===== src/rtl/regfile_wb_arbiter.sv =====
`default_nettype none
// ============================================================================
//  Module      : regfile_wb_arbiter
//  Description : Owns the register-file write port. It clears every register
//                after reset, then arbitrates the ALU and load writeback
//                requesters. Defining WB_BYPASS_EN adds combinational read
//                forwarding ports.
//  Revision    : 1.0  initial release
// ============================================================================
module regfile_wb_arbiter #(
    parameter int DATA_W = 32,
    parameter int ADDR_W = 5,
    parameter int FAIR   = 1
) (
    input  logic              clock,
    input  logic              reset,
    input  logic              alu_valid,
    output logic              alu_ready,
    input  logic [ADDR_W-1:0] alu_addr,
    input  logic [DATA_W-1:0] alu_data,
    input  logic              mem_valid,
    output logic              mem_ready,
    input  logic [ADDR_W-1:0] mem_addr,
    input  logic [DATA_W-1:0] mem_data,
    output logic              rf_regwrite,
    output logic [ADDR_W-1:0] rf_writeRegister,
    output logic [DATA_W-1:0] rf_writeData,
    output logic              init_done,
    output logic              grant_mem
`ifdef WB_BYPASS_EN
    ,
    input  logic [ADDR_W-1:0] rd_addr1,
    input  logic [ADDR_W-1:0] rd_addr2,
    input  logic [DATA_W-1:0] rf_rdata1,
    input  logic [DATA_W-1:0] rf_rdata2,
    output logic [DATA_W-1:0] rd_data1,
    output logic [DATA_W-1:0] rd_data2
`endif
);

    localparam int NUM_REGS = 2 ** ADDR_W;

    typedef enum logic [0:0] {
        ST_CLEAR = 1'b0,
        ST_ARB   = 1'b1
    } state_t;

    state_t            r_state;
    logic [ADDR_W:0]   r_clr_cnt;
    logic              r_last_grant_mem;
    logic              w_alu_first;

    // Round-robin favours the requester that did not win last time.
    always_comb begin
        w_alu_first = (FAIR != 0) ? r_last_grant_mem : 1'b1;
        alu_ready   = (r_state == ST_ARB) && alu_valid && (!mem_valid || w_alu_first);
        mem_ready   = (r_state == ST_ARB) && mem_valid && (!alu_valid || !w_alu_first);
    end

    always_ff @(posedge clock or posedge reset) begin
        if (reset) begin
            r_state          <= ST_CLEAR;
            r_clr_cnt        <= '0;
            r_last_grant_mem <= 1'b1;
            rf_regwrite      <= 1'b0;
            rf_writeRegister <= '0;
            rf_writeData     <= '0;
            init_done        <= 1'b0;
            grant_mem        <= 1'b0;
        end else begin
            case (r_state)
                ST_CLEAR: begin
                    // Counter MSB sets once all NUM_REGS entries have been written.
                    if (r_clr_cnt[ADDR_W]) begin
                        r_state     <= ST_ARB;
                        init_done   <= 1'b1;
                        rf_regwrite <= 1'b0;
                    end else begin
                        rf_regwrite      <= 1'b1;
                        rf_writeRegister <= r_clr_cnt[ADDR_W-1:0];
                        rf_writeData     <= '0;
                        grant_mem        <= 1'b0;
                        r_clr_cnt        <= r_clr_cnt + 1'b1;
                    end
                end
                ST_ARB: begin
                    if (alu_ready) begin
                        rf_regwrite      <= (alu_addr != '0);
                        rf_writeRegister <= alu_addr;
                        rf_writeData     <= alu_data;
                        grant_mem        <= 1'b0;
                        r_last_grant_mem <= 1'b0;
                    end else if (mem_ready) begin
                        rf_regwrite      <= (mem_addr != '0);
                        rf_writeRegister <= mem_addr;
                        rf_writeData     <= mem_data;
                        grant_mem        <= 1'b1;
                        r_last_grant_mem <= 1'b1;
                    end else begin
                        rf_regwrite <= 1'b0;
                    end
                end
                default: r_state <= ST_CLEAR;
            endcase
        end
    end

`ifdef WB_BYPASS_EN
    always_comb begin
        rd_data1 = (rf_regwrite && rf_writeRegister == rd_addr1 && rd_addr1 != '0)
                   ? rf_writeData : rf_rdata1;
        rd_data2 = (rf_regwrite && rf_writeRegister == rd_addr2 && rd_addr2 != '0)
                   ? rf_writeData : rf_rdata2;
    end
`endif

    logic w_unused;
    assign w_unused = (NUM_REGS == 0);

endmodule
`default_nettype wire


===== config.mk =====
export PLATFORM = sky130hd
export DESIGN_NAME = regfile_wb_arbiter
export DESIGN_NICKNAME = d
export VERILOG_FILES = /design/src/rtl/regfile_wb_arbiter.sv
export SDC_FILE = /design/constraint.sdc
export NUM_CORES = 1
export LEC_CHECK = 0
export BUFFER_PORTS_ARGS = -buffer_cell sky130_fd_sc_hd__buf_2
export CORE_MARGIN = 2
export CORE_UTILIZATION = 48
export CTS_CLUSTER_SIZE = 28
export DETAILED_ROUTE_END_ITERATION = 10
export HOLD_SLACK_MARGIN = 0.05
export PLACE_DENSITY = 0.82
export SLEW_MARGIN = 40
export SYNTH_ARGS = -nofsm -noshare
export SYNTH_HDL_FRONTEND = slang
export SYNTH_SLANG_ARGS = --single-unit

===== constraint.sdc =====
create_clock -name clock -period 3.1 [get_ports clock]
set_clock_uncertainty 0.05 [all_clocks]
set_input_delay 0.31 -clock clock [delete_from_list [all_inputs] [get_ports clock]]
set_output_delay 0.31 -clock clock [all_outputs]
set_load 0.02 [all_outputs]

==> results of run 1 <==
-- layout make-up --
class / instances / area share (%)
clock buffers: 7 / 2.93
clock inverters: 1 / 0.255
inverters: 2 / 0.340
multi-input cells: 147 / 32.6
flip-flops and latches: 48 / 40.8
well taps: 54 / 2.29
repair buffers: 121 / 20.7
-- critical path: stages (launching register included) --
cell	delay, ns
dfrtp_1	0.65
and3_4	0.63
buf_2	0.26
-- sequential cells by signal, summed over array words and instances (netlist names) --
name / flops
grant_mem: 1
init_done: 1
r_clr_cnt: 6
r_last_grant_mem: 1
r_state: 1
rf_regwrite: 1
rf_writeData: 32
rf_writeRegister: 5
-- synthesized netlist by cell type, drive strengths merged, types with 3 or more instances --
master	n
a21oi	7
dfrtp	47
o21ai	39
nand2	36
buf	11
nor3b	5
a21o	3
mux2i	37
nor2	4
xnor2	3
clkbuf	3
-- logic make-up (layout without fill, tap and decap cells) --
family                     count (synthesis)  count (layout)  synth area share, %
muxes                                     38              38                 16.7
and+or+nand+nor                           53              53                 10.9
DFF                                       48              48                 52.5
xor gates and xnor gates                   4               4                 1.53
AOI/OAI and AO/OA                         51              51                 11.9
adders and majority gates                  1               1                0.546
buffers and inverters                     16             131                 5.96
-- per-stage QoR --
| step | setup slack [ns] | cell area [um2] |
|---|---|---|
| 3_5_place_dp | 0.833 | 2850 |
| 4_1_cts | 0.581 | 2940 |
| 5_1_grt | 0.778 | 2940 |
| 2_1_floorplan | 1.60 | 2290 |
| 3_3_place_gp | 0.941 | 2840 |
| 6_report | 0.878 | 2940 |
-- where the power goes --
group / internal, mW / total, mW / switching [mW]
sequential: 0.684 / 0.713 / 0.0290
combinational: 0.131 / 0.324 / 0.194
clock: 0.181 / 0.374 / 0.193
-- worst paths after layout --
path                                   from          endpoint  slack (ns)
setup reg to reg                    r_state  rf_writeData[16]        1.09
setup / recovery                    r_state         alu_ready        0.88
hold / removal                        reset  rf_writeData[15]        0.03
min in group clock              mem_data[1]   rf_writeData[1]        0.24
max in group asynchronous             reset  r_last_grant_mem        2.58
hold reg to reg            rf_writeData[12]  rf_writeData[12]        0.43
-- metal layers --
metal / wire length [um] / part of all wire [%] / global-route usage [%]
met1: 2160 / 43 / 23.9
met2: 2530 / 50 / 34.1
met3: 345 / 6.8 / 4.42
met4: 27 / 0.53 / 3.70
met5: 0 / 0 / 0
==> results.json, run 1 <==
{
  "mostFrequentLayoutCells": "buf_2, dfrtp_1, mux2i_1",
  "synthDistinctLibCells": 30,
  "start_util_pct": 49.1,
  "synth.area.top_cells": "dfrtp_1, mux2i_1, o21ai_1",
  "drive_gt1_share_pct": 41.7,
  "timing.final.crit_share_pct": 71.7,
  "wirelength_mm": 5.06,
  "postRouteAntennaNets": 0,
  "io_pins": 120,
  "postCtsSetupRepairBufs": 0,
  "period_minus_slack_ns": 2.22,
  "synthesis.nets": 290,
  "hpwl_mm": 3.68,
  "max_freq_mhz": 450,
  "rows": 25,
  "fp.coreArea_mm2": 0.00466,
  "fin_tns_setup_ns": 0,
  "area_growth_syn_to_layout_pct": 28.6,
  "clock_path_buffers": 2,
  "status": "complete, no violations",
  "async_flop_share_pct": 100,
  "place_inst": 372,
  "ys_seq_area_share_pct": 52.5,
  "p_total_mw": 1.41,
  "routedWlPerCell_um": 13.3,
  "rsz0062_at_grt": "false",
  "cts_hold_buffers": 0,
  "drtIter0Drc": 89,
  "nets": 404,
  "drc": 0,
  "final_core_util_pct": 63.2,
  "worst-path-max-fanout": 30,
  "die_y_um": 73.1,
  "cts_tree": "built",
  "gp_congestion": 0.713,
  "p_leak_nw": 1.49,
  "n_antenna_cell": 0,
  "nFillCells": 397,
  "globalRouteOverflowTotal": 0,
  "start_kind": "flip-flop",
  "io_buffer_count": 119,
  "grt_pass1_vias": 1842,
  "synth_edf_count": 0,
  "firstDrtPassIters": 4,
  "syn_area_per_cell_um2": 10.9,
  "synth_ff_type": "dfrtp_1",
  "postCtsResizedCells": 0,
  "stdcell_count": 380,
  "reg2reg_depth": 4,
  "grt_max_degree": 49,
  "synth_top_area_share_pct": 51.4,
  "synth_top_area_cell": "dfrtp_1",
  "max-slew-margin-rel_pct": 54.7,
  "critical_path_class": "reg2out",
  "grt_pass1_wl_mm": 8.00,
  "die_w_um": 73.1,
  "hp-class": "in2async",
  "final_common_cell": "buf_2",
  "powerDensity_mw_per_mm2": 480,
  "drv_slew": 0,
  "cp-end-kind": "primary output",
  "drv_cap": 0,
  "max_slew.worst_pin.slew_ns": 0.679,
  "syn_inst": 211,
  "crit_arrival_ns": 1.86,
  "ir_worst_vdd_mv": 0.278,
  "viasPerCell": 5.09,
  "clock_latency_ns": 0.28,
  "ys_warn_count": 0,
  "synthesis.area_mm2": 0.00229,
  "hold_slack_ns": 0.0345,
  "hold_viol_final": 0,
  "htree_levels": 2,
  "root_buffer": "clkbuf_8",
  "clock-sinks": 48,
  "path_clk_slew_ns": 0.08,
  "die_area_mm2": 0.00534,
  "vias": 1936,
  "synth-seq-cells": 48,
  "regArea_mm2": 0.00120,
  "multi_input_area_um2": 960,
  "crit_required_ns": 2.74,
  "grt_usage_pct": 19.2,
  "antenna_found_initial": 0,
  "setup_viol": 0,
  "cts_buffers": 5
}
No activity file was read; power rests on OpenSTA's default activity.
==> run 2, diff against run 1 <==
CORE_UTILIZATION = 45   (was 48)
PLACE_DENSITY = 0.78   (was 0.82)
clock period = 2.2 ns   (was 3.1 ns; I/O delays follow)
==> run 2 against run 1 <==
- cell area rose by 2.1%
- hold slack better by 0.10 ns
- global-route usage up 0.64 points
- sequential power grew 42%
- count of clock-buffer cells in the layout fell by 1
- register-to-register slack worse by 0.65 ns
- combinational power rose by 44%
- sequential share of layout area shrank 0.83 points
- non-clock buffer count is 5 higher
- first-iteration DRC count is 34% lower
- critical path type unchanged
- critical endpoint unchanged
==> results.json, run 2 (synthesis gave the netlist of run 1 again) <==
{
  "status": "complete, no violations",
  "max_slew.worst_pin.slew_ns": 0.598,
  "area_growth_syn_to_layout_pct": 31.3,
  "reg2reg_depth": 4,
  "critical_path_class": "reg2out",
  "start_kind": "flip-flop",
  "hold_viol_final": 0,
  "switching_share_pct": 30.0,
  "clock-sinks": 48,
  "io_buffer_count": 119,
  "r2r-start": "r_state",
  "switching_power_mw": 0.604,
  "worst-path-max-fanout": 14,
  "drive_gt1_share_pct": 42.6,
  "drv_cap": 0,
  "mostFrequentLayoutCells": "buf_2, dfrtp_1, mux2i_1",
  "nFillCells": 422,
  "fin_tns_setup_ns": 0,
  "seq_power_share_pct": 50.0,
  "hpwl_mm": 4.06,
  "worstSetupEndpoint": "alu_ready",
  "drtIter0Drc": 59,
  "max-slew-margin-rel_pct": 60.2,
  "p_leak_nw": 1.52,
  "ir_worst_vdd_mv": 0.317,
  "root_buffer": "clkbuf_8",
  "crit_arrival_ns": 1.67,
  "grt_max_degree": 49,
  "clockPowerShare_pct": 26.8,
  "drc": 0,
  "drv_slew": 0,
  "cts_tree": "built",
  "period_minus_slack_ns": 1.94,
  "die_area_mm2": 0.00567,
  "cp_cell_sequence": "and3_2 -> buf_4 -> buf_2",
  "pre_cts_slack_ns": 0.460,
  "nets": 409,
  "postRouteAntennaNets": 0,
  "path_clk_slew_ns": 0.09,
  "powerDensity_mw_per_mm2": 669,
  "viasPerCell": 5.06,
  "regMostFlops": "rf_writeData",
  "cts_buffers": 5,
  "timing.final.crit_share_pct": 88.3,
  "grt_usage_pct": 19.8,
  "largest_reg_flops": 32,
  "rsz0062_at_grt": "false",
  "gp_congestion": 0.801,
  "final_common_cell": "buf_2",
  "fp.coreArea_mm2": 0.00482,
  "reg_top3": "rf_writeData x32, r_clr_cnt x6, rf_writeRegister x5",
  "clock_latency_ns": 0.30,
  "firstDrtPassIters": 4,
  "globalRouteOverflowTotal": 0,
  "crit_start": "r_state",
  "slowest_delay_ns": 0.63,
  "antenna_found_initial": 0,
  "max_freq_mhz": 515,
  "rows": 25,
  "setup_viol": 0,
  "vias": 2015,
  "wirelength_mm": 5.55,
  "fin_ws_ns": 0.257,
  "postCtsSetupRepairBufs": 0,
  "hp-class": "in2reg",
  "crit_required_ns": 1.93,
  "p_total_mw": 2.01,
  "n_antenna_cell": 0,
  "start_util_pct": 47.5,
  "htree_levels": 2,
  "combPwrFrac_pct": 23.2,
  "routedWlPerCell_um": 13.9,
  "r2r_setup_slack_ns": 0.44,
  "grt_pass1_wl_mm": 8.41,
  "die_y_um": 75.3,
  "p_int_mw": 1.41,
  "slowest_stage": "dfrtp_1",
  "cp-end-kind": "primary output",
  "clock_path_buffers": 2,
  "io_pins": 120,
  "grt_pass1_vias": 1875,
  "die_w_um": 75.3,
  "rr_endpoint": "rf_writeData[30]"
}
## run 2: changes by cell type in the layout (fill, tap and decap cells not counted)
cell	previous run	this run
clkinv_2	0	2
buf_12	0	1
and3_2	0	1
clkbuf_1	1	0
buf_4	2	5
and3_4	1	0
dlygate4sd3_1	0	1
clkinvlp_4	1	0
inv_4	1	0
inv_2	0	1
## run 2: worst max-delay path: cells and delay by family, from the launching register on
| family | cells | cell delay [ns] |
|---|---|---|
| buffers and inverters | 2 | 0.45 |
| flip-flops | 1 | 0.63 |
| AND/OR/NAND/NOR | 1 | 0.29 |
## run 2: worst min-delay path by stage
stage                      startpoint                   to  slack, ns  depth (start not counted)
final                     mem_data[2]      rf_writeData[2]       0.13                          3
after global routing      mem_data[5]      rf_writeData[5]       0.14                          3
after CTS                 mem_data[2]      rf_writeData[2]       0.13                          3
after detailed placement        reset     rf_writeData[16]       0.36                          3
after global placement          reset     rf_writeData[21]       0.36                          3
after floorplan           alu_addr[4]  rf_writeRegister[4]       0.35                          2
## run 2: routing by layer
| layer | GRT usage (%) | vias up | wire, um |
|---|---|---|---|
| li1 | - | 968 | - |
| met1 | 24.5 | 945 | 2300 |
| met2 | 33.5 | 94 | 2750 |
| met3 | 5.29 | 8 | 404 |
| met4 | 7.21 | 0 | 95 |
| met5 | 0 | - | 0 |
## run 2: per-stage QoR
stage               hold slack, ns  util [%]  instance area [um2]  instances
floorplan                    0.352         -                 2290        211
global placement             0.360      60.3                 2900        389
detailed placement           0.362      60.3                 2900        389
CTS                          0.128      62.4                 3010        398
global route                 0.136      62.4                 3010        398
finish                       0.134      62.4                 3010        398
## run 2: power by group through the flow
stage,registers (mW),clock network (mW),logic [mW]
6_report,1.01,0.540,0.466
5_1_grt,1.02,0.594,0.512
4_1_cts,1.01,0.560,0.473
3_5_place_dp,1.02,0,0.471
3_3_place_gp,1.02,0,0.462
2_1_floorplan,1.12,0,0.187
## run 2: final cells by class
class | instances | area [um2] | area share (%)
sequential | 48 | 1200 | 40.0
inverter | 2 | 7.51 | 0.250
tap | 67 | 83.8 | 2.79
clock buffer | 6 | 82.6 | 2.75
timing repair buffer | 126 | 663 | 22.1
multi-input combinational | 147 | 956 | 31.8
clock inverter | 2 | 10.0 | 0.333
## run 2: what timing repair did
action | CTS | global route
hold endpoints to repair | 47 | 0
endpoints found under the setup margin | 0 | 0
gates resized for setup | 0 | 0
hold buffers | 1 | 0
